### src/rtl/fetch_instruction_buffer.sv
// Fetch-side instruction buffer: queues instruction/PC pairs from instruction memory for decode,
// stalls the PC controller when full, and predecodes the incoming word for next-PC formation.
module fetch_instruction_buffer #(
    parameter int size  = 32,
    parameter int DEPTH = 4
) (
    input  logic            clk,
    input  logic            reset,
    input  logic            imem_valid,
    input  logic [size-1:0] imem_instr,
    input  logic [size-1:0] imem_pc,
    input  logic            flush,
    input  logic            dec_ready,
    output logic            dec_valid,
    output logic [size-1:0] dec_instr,
    output logic [size-1:0] dec_pc,
    output logic            buble,
    output logic            jump,
    output logic            jalr,
    output logic [size-1:0] imm_i
);

    localparam int AW = $clog2(DEPTH);
    localparam int CW = AW + 1;
    localparam logic [CW-1:0]   FULL_COUNT = CW'(DEPTH);
    localparam logic [size-1:0] NOP_INSTR  = size'(32'h0000_0013);
    localparam logic [6:0]      OPC_JAL    = 7'b1101111;
    localparam logic [6:0]      OPC_JALR   = 7'b1100111;

    logic [size-1:0] instr_mem [DEPTH];
    logic [size-1:0] pc_mem    [DEPTH];

    logic [AW-1:0] wr_ptr;
    logic [AW-1:0] rd_ptr;
    logic [CW-1:0] count;

    logic full;
    logic empty;
    logic enq;
    logic deq;

    assign full  = (count == FULL_COUNT);
    assign empty = (count == '0);

    // Flush wins over both sides; a full buffer refuses the word even when decode pops this cycle.
    assign enq = imem_valid & ~full & ~flush;
    assign deq = dec_valid & dec_ready & ~flush;

    // NOTE: storage has no reset; count/pointers alone decide what is visible, so contents are don't-care.
    always_ff @(posedge clk) begin
        if (enq) begin
            instr_mem[wr_ptr] <= imem_instr;
            pc_mem[wr_ptr]    <= imem_pc;
        end
    end

    // NOTE: sequential state uses non-blocking assignments so every register samples pre-edge values.
    always_ff @(posedge clk or negedge reset) begin
        if (!reset) begin
            wr_ptr <= '0;
            rd_ptr <= '0;
            count  <= '0;
        end else if (flush) begin
            wr_ptr <= '0;
            rd_ptr <= '0;
            count  <= '0;
        end else begin
            if (enq) wr_ptr <= wr_ptr + 1'b1;
            if (deq) rd_ptr <= rd_ptr + 1'b1;
            case ({enq, deq})
                2'b10:   count <= count + 1'b1;
                2'b01:   count <= count - 1'b1;
                default: count <= count;
            endcase
        end
    end

    // Head presentation comes purely from registered state, so there is no imem-to-decode bypass.
    assign dec_valid = ~empty;
    assign buble     = full;

    always_comb begin
        // NOTE: defaults first so every path assigns every output and no latch is inferred.
        dec_instr = NOP_INSTR;
        dec_pc    = '0;
        if (!empty) begin
            dec_instr = instr_mem[rd_ptr];
            dec_pc    = pc_mem[rd_ptr];
        end
    end

    // Predecode looks at the incoming word regardless of full; the PC controller qualifies with buble.
    logic [6:0]      opcode;
    logic [size-1:0] imm_j_ext;
    logic [size-1:0] imm_i_ext;

    assign opcode    = imem_instr[6:0];
    assign imm_j_ext = {{(size-21){imem_instr[31]}}, imem_instr[31], imem_instr[19:12],
                        imem_instr[20], imem_instr[30:21], 1'b0};
    assign imm_i_ext = {{(size-12){imem_instr[31]}}, imem_instr[31:20]};

    assign jump = imem_valid & ~flush & (opcode == OPC_JAL);
    assign jalr = imem_valid & ~flush & (opcode == OPC_JALR);

    always_comb begin
        imm_i = '0;
        if (jump)      imm_i = imm_j_ext;
        else if (jalr) imm_i = imm_i_ext;
    end

endmodule

### config.mk
export PLATFORM = sky130hd
export DESIGN_NAME = fetch_instruction_buffer
export DESIGN_NICKNAME = d
export VERILOG_FILES = /design/src/rtl/fetch_instruction_buffer.sv
export SDC_FILE = /design/constraint.sdc
export NUM_CORES = 1
export LEC_CHECK = 0
export CORE_MARGIN = 5
export CORE_UTILIZATION = 53
export DETAILED_ROUTE_END_ITERATION = 10
export PLACE_DENSITY = 0.81
export SETUP_SLACK_MARGIN = 0.05
export SYNTH_ARGS = -nofsm -noshare
export SYNTH_HDL_FRONTEND = slang
export SYNTH_SLANG_ARGS = --single-unit
### constraint.sdc
create_clock -name clk -period 4 [get_ports clk]
set_input_delay 0.4 -clock clk [delete_from_list [all_inputs] [get_ports clk]]
set_output_delay 0.4 -clock clk [all_outputs]
set_load 0.02 [all_outputs]
==> impl_metrics.env <==
export IMPL_status="finished clean"
export IMPL_async_reset_ff_frac=0.02662
export IMPL_cts_tree="built"
export IMPL_worstMarginPinSlew_ns=0.6516
export IMPL_synth_cell_types=40
export IMPL_setup_viol=0
export IMPL_p_leak_nw=4.286
export IMPL_synth_largest_area_cell="edfxtp_1"
export IMPL_max_freq_mhz=298.9
export IMPL_finalMaxSlewViolations=0
export IMPL_worstPathCellList="clkdlybuf4s50_1 -> and2b_1 -> and4_1 -> and2_1 -> clkdlybuf4s50_1"
export IMPL_dr_total_vias=5353
export IMPL_dr_pass1_iters=4
export IMPL_drtIter0Drc=341
export IMPL_detail_route_wl_per_cell_um=21.71
export IMPL_die_h_um=150.9
export IMPL_die_w_um=150.9
export IMPL_crit_path_max_incr_delay_ns=0.69
export IMPL_crit_family="buffers and inverters"
export IMPL_hp_class="primary input to asynchronous set/reset pin"
export IMPL_clock_root_buffer="clkbuf_16"
export IMPL_crit_arrival_ns=2.95
export IMPL_cp_required_ns=3.60
export IMPL_initial_core_util=0.5385
export IMPL_drive_above_1_share=0.1726
export IMPL_drc=0
export IMPL_area_growth_pct=26.18
export IMPL_post_layout_nonfiller_instances=972
export IMPL_post_route_min_period_ns=3.346
export IMPL_ir_worst_vdd_mv=0.3904
export IMPL_grt_pass1_wl_um=32710
export IMPL_grt_pass1_vias=5839
export IMPL_clk_pin_slew_worst_paths_ns=0.06
export IMPL_clock_latency_ns=0.52
export IMPL_syn_area_per_cell_um2=20.26
export IMPL_ys_top_cells_by_count="256 x edfxtp_1, 79 x and2_1, 64 x mux4_2"
export IMPL_ant_nets=0
export IMPL_yosysMostFrequentCell="edfxtp_1"
export IMPL_finalWirelength_um=21100
export IMPL_clock_sinks=263
export IMPL_grtUsageTotal=0.1881
export IMPL_hold_violations=0
export IMPL_rsz0062_at_grt="false"
export IMPL_final_setup_tns_ns=0
export IMPL_yosysSeqAreaShare=0.7477
export IMPL_cts_resized=0
export IMPL_cp_end_kind="primary output"
export IMPL_synthFlopType="edfxtp_1"
export IMPL_maxCapViolCount=0
export IMPL_ys_top_cells_by_area="edfxtp_1 73%, mux4_2 14%, and2_1 4.7%"
export IMPL_ys_ff_latch=263
export IMPL_dp_cells=923
export IMPL_finalNetCount=761
export IMPL_synthCells=519
export IMPL_yosysWarningCount=0
export IMPL_htreeDepth=1
export IMPL_grt_ovfl_total=0
export IMPL_syn_area_um2=10520
export IMPL_syn_nets=593
export IMPL_dieArea_um2=22760
export IMPL_path_class="primary input to primary output"
export IMPL_finClkSkew_ns=0.01964
export IMPL_fin_crit_sh=0.8365
export IMPL_gp_congestion=0.7201
export IMPL_rrSetupSlack_ns=1.13
export IMPL_relSlewSlack=0.5656
export IMPL_cts_made_buffers=27
export IMPL_start_kind="primary input"
export IMPL_clock_path_buffers=3
export IMPL_n_antenna_cell=0
export IMPL_grt_max_degree=41
export IMPL_power_density_nw_per_um2=573.9
export IMPL_critPathSlowestCell="clkdlybuf4s50_1"
export IMPL_hpwlAfterDp_um=13090
export IMPL_io_pins=169
export IMPL_crit_top_cell="clkdlybuf4s50_1"
export IMPL_fin_util=0.6795
export IMPL_cts_hold_buf=0
export IMPL_core_area_um2=19530
export IMPL_finalPower_w=0.007615
export IMPL_cp_max_fo=12
export IMPL_rows=51
export IMPL_post_cts_buffers=0
export IMPL_io_buffers=168
export IMPL_synth_top_cell_area_share=0.7311
export IMPL_antenna_found_initial=0
export IMPL_path_buf_inv=2
export IMPL_viasPerCell=5.507
export IMPL_synth_edf_count=256
==> metrics by stage <==
stage               hold slack, ns  cell area, µm²  setup WS [ns]
floorplan                   0.1044           10520          1.055
global placement            0.5633           12440         0.7700
detailed placement          0.6045           12440         0.6536
CTS                         0.1279           13270         0.5631
global route                0.1493           13270         0.4455
finish                      0.1369           13270         0.6541
==> metal layers <==
metal	track usage	share of wire	vias to the layer above
met4	0.03944	0.014	0
met2	0.3157	0.49	205
li1	-	-	2389
met3	0.04279	0.078	28
met5	0	0	-
met1	0.2572	0.42	2731
==> registers in the layout, indices dropped and copies added (netlist names) <==
| name | count |
|---|---|
| rd_ptr | 2 |
| pc_mem | 128 |
| wr_ptr | 2 |
| instr_mem | 128 |
| count | 3 |
==> final timing paths <==
| path | startpoint | end | depth (start not counted) |
|---|---|---|---|
| min | reset | count[0] | 1 |
| max reg2reg | count[1] | count[1] | 9 |
| max in group asynchronous | reset | rd_ptr[1] | 1 |
| min reg2reg | wr_ptr[1] | wr_ptr[1] | 2 |
| max | flush | imm_i[28] | 5 |
| min in group clk | imem_pc[27] | pc_mem[0][27] | 1 |
==> cell families (layout without fill, tap and decap cells) <==
family / Yosys count / after routing / synth area share
fa+ha+maj: 5 / 5 / 0.006664
flops: 263 / 263 / 0.7477
xor+xnor: 4 / 4 / 0.003332
compound gates: 22 / 22 / 0.01297
simple gates: 115 / 115 / 0.06533
buf+inv: 44 / 232 / 0.02499
mux: 66 / 66 / 0.1390
==> report_power, final <==
part           internal (W)  leakage, nW  switching (W)
clock               0.00138        0.408       0.000973
sequential          0.00317         2.41       0.000115
combinational       0.00100         1.46       0.000972
==> area by class of cell <==
class	instances	area, µm²
clock buffer	37	713.2
clock inverter	12	118.9
fill	1285	6259
inverter	6	22.52
multi-input combinational	212	2400
sequential	263	7870
tap	265	331.6
timing repair buffer	177	1812
==> layout by cell type, fill, tap and decap left out, drive strengths merged, types with 2 or more instances in the layout <==
| master | instances |
|---|---|
| xor2 | 3 |
| ha | 4 |
| clkinv | 9 |
| buf | 9 |
| clkdlybuf4s50 | 168 |
| or2 | 3 |
| mux4 | 64 |
| and2 | 79 |
| bufinv | 2 |
| inv | 7 |
| edfxtp | 256 |
| a211oi | 2 |
| clkbuf | 37 |
| nand2 | 13 |
| dfrtp | 7 |
| nor3 | 2 |
| mux2i | 2 |
| a21oi | 12 |
| nor2 | 10 |
| o21ai | 3 |
(Power assumes the default switching activity.)
